**config.mk**
```make
export PLATFORM = sky130hd
export DESIGN_NAME = dma_bypass_status_reader
export DESIGN_NICKNAME = d
export VERILOG_FILES = /design/src/rtl/dma_bypass_status_reader.sv
export SDC_FILE = /design/constraint.sdc
export NUM_CORES = 1
export LEC_CHECK = 0
export CAP_MARGIN = 20
export CORE_AREA = 2 2 565 567
export DETAILED_ROUTE_END_ITERATION = 7
export DIE_AREA = 0 0 567 569
export MAX_ROUTING_LAYER = met4
export REMOVE_ABC_BUFFERS = 1
export SLEW_MARGIN = 20
export SYNTH_ARGS = -nofsm -noshare
export SYNTH_HDL_FRONTEND = slang
export SYNTH_SLANG_ARGS = --single-unit
```
**constraint.sdc**
```tcl
create_clock -name pcie_clk -period 21.9 [get_ports pcie_clk]
set_clock_uncertainty 0.15 [all_clocks]
set_input_delay 6.57 -clock pcie_clk [delete_from_list [all_inputs] [get_ports pcie_clk]]
set_output_delay 6.57 -clock pcie_clk [all_outputs]
set_load 0.01 [all_outputs]
```
**src/rtl/dma_bypass_status_reader.sv**
```systemverilog
// Host read-back path for DMA bypass completions: buffers get/put completion
// records and the latest receive counter, served through a pop-on-read BRAM port.

module dma_bypass_status_fifo #(
  parameter int DEPTH = 4,
  parameter int W     = 160
) (
  input  logic                     clk,
  input  logic                     rst,
  input  logic                     push_valid,
  output logic                     push_ready,
  input  logic [W-1:0]             push_data,
  input  logic                     pop_req,
  output logic [W-1:0]             head,
  output logic [$clog2(DEPTH):0]   count
);
  localparam int PTR_W = $clog2(DEPTH);
  localparam int CNT_W = PTR_W + 1;

  logic [W-1:0]     mem [DEPTH];
  logic [PTR_W-1:0] wr_ptr;
  logic [PTR_W-1:0] rd_ptr;
  logic             push;
  logic             pop;

  // ready comes from the registered count, so a pop never frees a slot in the same cycle
  assign push_ready = !rst && (count != CNT_W'(DEPTH));
  assign push       = push_valid && push_ready;
  assign pop        = pop_req && (count != '0);
  assign head       = mem[rd_ptr];

  always_ff @(posedge clk) begin
    if (push) mem[wr_ptr] <= push_data;
  end

  always_ff @(posedge clk) begin
    if (rst) begin
      wr_ptr <= '0;
      rd_ptr <= '0;
      count  <= '0;
    end else begin
      if (push) wr_ptr <= wr_ptr + PTR_W'(1);
      if (pop)  rd_ptr <= rd_ptr + PTR_W'(1);
      count <= count + CNT_W'(push) - CNT_W'(pop);
    end
  end
endmodule

module dma_bypass_status_reader #(
  parameter int FIFO_DEPTH = 4
) (
  input  logic          pcie_clk,
  input  logic          pcie_reset,
  input  logic          bram_en_a,
  input  logic          bram_we_a,
  input  logic [15:0]   bram_addr_a,
  input  logic [511:0]  bram_wrdata_a,
  output logic [511:0]  bram_rddata_a,
  // Streams: a beat transfers on the rising edge where valid && ready are both high;
  // data must be stable while valid is high, and ready never depends on valid.
  input  logic          s_axis_recv_write_cnt_valid,
  output logic          s_axis_recv_write_cnt_ready,
  input  logic [79:0]   s_axis_recv_write_cnt_data,
  input  logic          s_axis_get_data_done_valid,
  output logic          s_axis_get_data_done_ready,
  input  logic [159:0]  s_axis_get_data_done_data,
  input  logic          s_axis_put_data_done_valid,
  output logic          s_axis_put_data_done_ready,
  input  logic [159:0]  s_axis_put_data_done_data
);
  localparam int CNT_W = $clog2(FIFO_DEPTH) + 1;

  logic [5:0]       slot;
  logic             rd;
  logic             wr;
  logic [79:0]      recv_latest;
  logic [15:0]      recv_total;
  logic [15:0]      get_total;
  logic [15:0]      put_total;
  logic [159:0]     get_head;
  logic [159:0]     put_head;
  logic [CNT_W-1:0] get_count;
  logic [CNT_W-1:0] put_count;
  logic             get_push;
  logic             put_push;
  logic             recv_push;
  logic             unused_ok;

  assign slot      = bram_addr_a[11:6];
  assign rd        = bram_en_a && !bram_we_a;
  assign wr        = bram_en_a && bram_we_a;
  assign unused_ok = ^{bram_addr_a[15:12], bram_addr_a[5:0], bram_wrdata_a[511:1]};

  assign s_axis_recv_write_cnt_ready = !pcie_reset;
  assign recv_push = s_axis_recv_write_cnt_valid && s_axis_recv_write_cnt_ready;
  assign get_push  = s_axis_get_data_done_valid && s_axis_get_data_done_ready;
  assign put_push  = s_axis_put_data_done_valid && s_axis_put_data_done_ready;

  dma_bypass_status_fifo #(.DEPTH(FIFO_DEPTH), .W(160)) u_get_fifo (
    .clk        (pcie_clk),
    .rst        (pcie_reset),
    .push_valid (s_axis_get_data_done_valid),
    .push_ready (s_axis_get_data_done_ready),
    .push_data  (s_axis_get_data_done_data),
    .pop_req    (rd && slot == 6'd9),
    .head       (get_head),
    .count      (get_count)
  );

  dma_bypass_status_fifo #(.DEPTH(FIFO_DEPTH), .W(160)) u_put_fifo (
    .clk        (pcie_clk),
    .rst        (pcie_reset),
    .push_valid (s_axis_put_data_done_valid),
    .push_ready (s_axis_put_data_done_ready),
    .push_data  (s_axis_put_data_done_data),
    .pop_req    (rd && slot == 6'd10),
    .head       (put_head),
    .count      (put_count)
  );

  always_ff @(posedge pcie_clk) begin
    if (pcie_reset) begin
      bram_rddata_a <= '0;
      recv_latest   <= '0;
      recv_total    <= '0;
      get_total     <= '0;
      put_total     <= '0;
    end else begin
      if (recv_push) recv_latest <= s_axis_recv_write_cnt_data;
      // a clear in the same cycle as an accepted beat wins
      if (wr && slot == 6'd11 && bram_wrdata_a[0]) begin
        recv_total <= '0;
        get_total  <= '0;
        put_total  <= '0;
      end else begin
        recv_total <= recv_total + 16'(recv_push);
        get_total  <= get_total + 16'(get_push);
        put_total  <= put_total + 16'(put_push);
      end
      if (rd) begin
        case (slot)
          6'd8:    bram_rddata_a <= {432'b0, recv_latest};
          6'd9:    bram_rddata_a <= (get_count != '0) ? {1'b1, 351'b0, get_head} : '0;
          6'd10:   bram_rddata_a <= (put_count != '0) ? {1'b1, 351'b0, put_head} : '0;
          6'd11:   bram_rddata_a <= {448'b0, recv_total, put_total, get_total,
                                     8'(put_count), 8'(get_count)};
          default: bram_rddata_a <= '0;
        endcase
      end
    end
  end
endmodule

```
======== Word level (Yosys, flattened, before mapping) ========
Memories as Yosys holds them, arrays and structs flattened. A register that Yosys moved wholly into a read port is not among the register bits.
Cells that the tools add are included.
operators by class
  shift operators ......................... 0
  $add $sub $neg .......................... 11
  equality and inequality tests ........... 6
  div/mod/pow operators ................... 0
  bitwise logic cells ..................... 0
  reduce and logical (&&, ||, !) cells .... 18
  magnitude comparators ................... 0
  multipliers ............................. 0
  muxes and demuxes ....................... 11
operators with widths
  operator                                                         count
  512-bit one-hot mux with 4 select lines                          1
  512-bit two-way mux                                              2
  16-bit by 1-bit adder with 16-bit output                         3
  6-bit by 4-bit == test with 1-bit output, second input constant  4
  1-bit logical AND                                                13
  2-bit by 1-bit adder with 2-bit output, second input constant    4
  2-bit two-way mux                                                4
  3-bit by 1-bit adder with 3-bit output                           2
  3-bit != test, second input constant                             2
  3-bit nonzero test                                               2
  3-bit by 1-bit subtractor with 3-bit output                      2
  1-bit two-way mux                                                4
  1-bit zero test                                                  2
  2-bit OR reduction                                               1
word-level totals
  bits in read-only memories .............. 0
  word-level logic and storage cells ...... 59
  memories ................................ 2
  bits in latches ......................... 0
  memory bits (writable) .................. 1,280
  input bits .............................. 935
  output and inout port bits .............. 515
  register bits after elaboration ......... 654
memory list
  name            depth  bits a word  rd ports  clocked after Yosys merged registers in  wr ports  RTL line  RTL
  u_get_fifo.mem  4      160          1         1                                        1         20        logic [W-1:0] mem [DEPTH];
  u_put_fifo.mem  4      160          1         1                                        1         20

======== Logic depth before layout (Yosys ltp) ========
  word-level depth ........................ 6
  mapped depth ............................ 11
  gate-level depth less buffers ........... 10

======== Modules after synthesis ========
From an unflattened synthesis, not the netlist that was laid out.
unflattened totals
  cells, all modules ...................... 3,414
  area total of the unflattened synthesis .. 61,486.5 µm²
by module, submodules not included
  module                    instances  area an instance (µm²)  sequential area each (µm²)  cells each
  dma_bypass_status_fifo    2          23,521.3                19,398.6                    882
  dma_bypass_status_reader  1          14,443.9                5,785.5                     1,650

======== Worst setup path before layout ========
Ideal clock, no wire load.
  path kind ............................... input to output
  start point ............................. input pcie_reset
  end point ............................... output s_axis_get_data_done_ready
  setup slack ............................. 7,728 ps
  arrival ................................. 7,452 ps
  buffers on the path ..................... 3
  required time ........................... 15,180 ps
  stages on the path ...................... 4
  cell sequence ........................... clkbuf_1 > clkbuf_1 > clkbuf_1 > a21oi_1
on the way
  longest elaborated chain between the ends .. 2
ends and longest elaborated chain
  element             RTL line  RTL
  start: declaration  53        input logic pcie_reset,
  1-bit zero test     27        assign push_ready = !rst && (count != CNT_W'(DEPTH));
  1-bit logical AND   27
  end: declaration    65        output logic s_axis_get_data_done_ready,
No other way between the ends.

======== Worst setup path after layout ========
  start point ............................. input pcie_reset
  end point ............................... output s_axis_recv_write_cnt_ready
on the way
  longest elaborated chain between the ends .. 1
ends and longest elaborated chain
  element           RTL line  RTL
  1-bit zero test   94        assign s_axis_recv_write_cnt_ready = !pcie_reset;
  end: declaration  62        output logic s_axis_recv_write_cnt_ready,
No other way between the ends.

==> flow_summary_export.csv <==
group,metric,value,unit
global_route,antenna_found_initial,127,
yosys,ys_seq_area_share,71.7,%
worst_setup_path,worst-r2r-setup-slack,17.05,ns
yosys,synth.mux.area_fraction,12.9,%
timing,hold_viol_final,0,
placed_design,place_congestion,0.786,
clocking,ctsHoldBuffers,0,
power_and_ir_drop,powerDensity,86.8,nW/um^2
floorplanning,die_h,569,um
worst_setup_path,crit_type,"in -> out",
worst_setup_path,worstReg2RegStart,"u_get_fifo.count[1]",
yosys,synth_compound_area_share,3.44,%
yosys,yosys_warnings,0,
timing,fin_crit,14.94,ns
worst_hold_path,worstHoldPathCells,2,
power_and_ir_drop,pwr-share-seq,50.3,%
worst_setup_path,endpoint_kind,"output pin",
worst_setup_path,setup.worst_path.start_class,"input port",
global_route,grt_pass1_vias,34100,
floorplanning,start_util,19.6,%
routing,drc_errors,0,
final_layout,final_area,77400,sq um
final_layout,area_growth,24.5,%
worst_setup_path,ff2ff_path_depth,6,
routing,drtIter0Drc,3300,
timing,max_slew_margin,25.7,%
floorplanning,dieArea,323000,sq um
power_and_ir_drop,max-vdd-ir-drop,0.0000637,V
routing,ant_nets,0,
timing,slew_violations,0,
placed_design,place_area,71500,sq um
clocking,cts_sinks,1587,
power_and_ir_drop,clockPowerShare,43.7,%
routing,post_drt_wl_per_cell,24.1,um
timing,fin_crit_sh,68.2,%
yosys,ys.flop_type,"edfxtp_1",
routing,vias_per_cell,3.99,
final_layout,nNetsFinal,5129,
run,maxCapViolCount,0,
power_and_ir_drop,p_total,6.72,mW
worst_hold_path,hp-class,"reg -> reg",
yosys,synthXorXnorAreaFrac,0.676,%
final_layout,drive_above_1_share,16.0,%
yosys,synth.distinct_cells,45,
yosys,yosys.area_share.simple,4.80,%
yosys,syn-cell-area,62200,sq um
floorplanning,rows,207,
floorplanning,die_width,567,um
yosys,asyncSetResetFlopFracSynth,0,%
worst_setup_path,reg2reg_to,"u_get_fifo.mem[2][129]",
worst_hold_path,min_to,"bram_rddata_a[119]",
timing,rsz0062_at_grt,"no",
worst_hold_path,min_from,"bram_rddata_a[119]",
clocking,clock_tree.root_cell,"clkbuf_16",
routing,vias,34400,
power_and_ir_drop,pwr-share-comb,6.0,%
yosys,yosys.area.top_type_share,61.8,%
clocking,cts_tree,"yes",
global_route,grt_pass1_wl,281,mm
yosys,synth_edf_count,1280,
clocking,cts-resized-gates,0,
power_and_ir_drop,power.leakage,24.4,nW
placed_design,io_buffers,577,
final_layout,final_core_util,24.4,%
yosys,synth_top_cells_by_area,"edfxtp_1 (62%), mux4_2 (12%), dfxtp_1 (9.9%)",
yosys,avgSynthCellArea,17.5,sq um
floorplanning,core,317000,sq um
worst_setup_path,critPathMaxFanout,25,
yosys,postSynthCellCount,3565,
power_and_ir_drop,p_int,5.19,mW
clocking,cts_max_level,4,
clocking,insertion_delay,0.86,ns
yosys,synth.ff_latch_count,1587,
clocking,post_cts_buffers,0,
yosys,synth_top_family_by_area,"multiplexers",
yosys,synth_top_area_cell,"edfxtp_1",
timing,final.setup.tns,0,ns
run_status,outcome,"completed",
placed_design,place_hpwl,137,mm
floorplanning,io_pins,1450,
clocking,cts_buffers,175,
worst_setup_path,cp.required,15.18,ns
clocking,cts_buffer_depth,4,
timing,tightest_slew,1.11,ns
yosys,synth-adder-area-share,0.426,%
clocking,path_clk_slew,0.06,ns
global_route,groute.usage.overall,12.8,%
global_route,grt_max_degree,62,
global_route,grt_overflow,0,
power_and_ir_drop,switchingPower,1.53,mW
routing,wl,207,mm
timing,max_freq,66.9,MHz
timing,setup_viol,0,
routing,first_pass_iters,6,
worst_setup_path,arrival,8.22,ns
power_and_ir_drop,switching_share,22.8,%
-- cell usage after synthesis, types with 54 or more instances --
| cell type | number |
|---|---|
| nand3_1 | 224 |
| buf_4 | 363 |
| clkbuf_1 | 90 |
| a22oi_1 | 81 |
| nand4_1 | 59 |
| o21ai_0 | 70 |
| buf_2 | 79 |
| nor2_1 | 144 |
| mux4_2 | 320 |
| a22o_1 | 54 |
| dfxtp_1 | 307 |
| edfxtp_1 | 1280 |
| nand2_1 | 120 |
| mux2i_1 | 80 |
-- kinds of logic after synthesis --
family                     Yosys count
DFF                               1587
and+or+nand+nor                    626
buffers and inverters              591
muxes                              400
AOI/OAI and AO/OA                  292
xor gates and xnor gates            48
adders and majority gates           20
other                                1
-- cells in the final DEF, fill, tap and decap left out, types with 18 or more instances in the layout --
cell,n
conb_1,351
and3_1,27
diode_2,107
o21ai_0,70
nand4_1,59
inv_1,29
mux2i_1,80
dfxtp_1,303
nand2_1,120
clkdlybuf4s50_1,575
a22oi_1,81
clkbuf_16,175
nor2_1,142
o21ai_1,38
buf_4,65
a221oi_2,18
nand3_1,224
mux4_2,320
ha_1,18
clkbuf_1,50
a22o_1,54
edfxtp_1,1280
xnor2_1,33
clkinv_2,26
-- sequential cells by signal, summed over array words and instances (netlist names), named ones only --
register,count
u_put_fifo.rd_ptr,2
u_put_fifo.count,3
bram_rddata_a,161
u_get_fifo.wr_ptr,2
u_put_fifo.mem,640
u_get_fifo.mem,640
u_put_fifo.wr_ptr,2
u_get_fifo.count,3
recv_latest,80
recv_total,16
u_get_fifo.rd_ptr,2
put_total,16
get_total,16
-- layer usage --
metal  global-route usage (%)  up-vias  wire length [um]
met5                        -        -                 0
met4                     5.11        0              8130
met3                     4.46      312             20600
met2                     20.6     1594             99600
met1                     14.4    17800             78800
li1                         -    14700                 -
-- worst max-delay path by stage --
stage	from	to	depth (start not counted)	slack (ns)
floorplan	pcie_reset	s_axis_get_data_done_ready	1	8.41
global placement	pcie_reset	s_axis_recv_write_cnt_ready	3	6.85
detailed placement	pcie_reset	s_axis_recv_write_cnt_ready	3	6.86
CTS	pcie_reset	s_axis_recv_write_cnt_ready	3	6.85
global route	pcie_reset	s_axis_recv_write_cnt_ready	3	6.93
finish	pcie_reset	s_axis_recv_write_cnt_ready	3	6.96
-- through the flow --
stage	setup WS, ns	std cells	hold WS, ns
floorplan	8.41	3353	0.302
global placement	6.85	8176	0.292
detailed placement	6.86	8177	0.291
CTS	6.85	8498	0.299
global route	6.93	8596	0.321
finish	6.96	8605	0.293
-- critical path, stage by stage --
cell	delay, ns
buf_6	0.18
inv_1	0.36
clkdlybuf4s50_1	1.05
-- area by class of cell --
cell class | instances | area [sq um]
sequential | 1587 | 44600
tap | 4180 | 5230
timing repair buffer | 644 | 6300
clock inverter | 79 | 902
fill | 32300 | 239000
antenna | 107 | 268
multi-input combinational | 1737 | 15200
inverter | 29 | 109
clock buffer | 242 | 4800
-- power by group through the flow --
stage / registers, mW / clock network [mW] / logic (mW)
floorplan: 3.45 / 0 / 0.171
global placement: 3.44 / 0 / 0.406
detailed placement: 3.44 / 0 / 0.412
CTS: 3.38 / 3.01 / 0.413
global route: 3.38 / 3.12 / 0.432
finish: 3.38 / 2.94 / 0.403
Note: power is estimated with default switching activity, not from simulation.
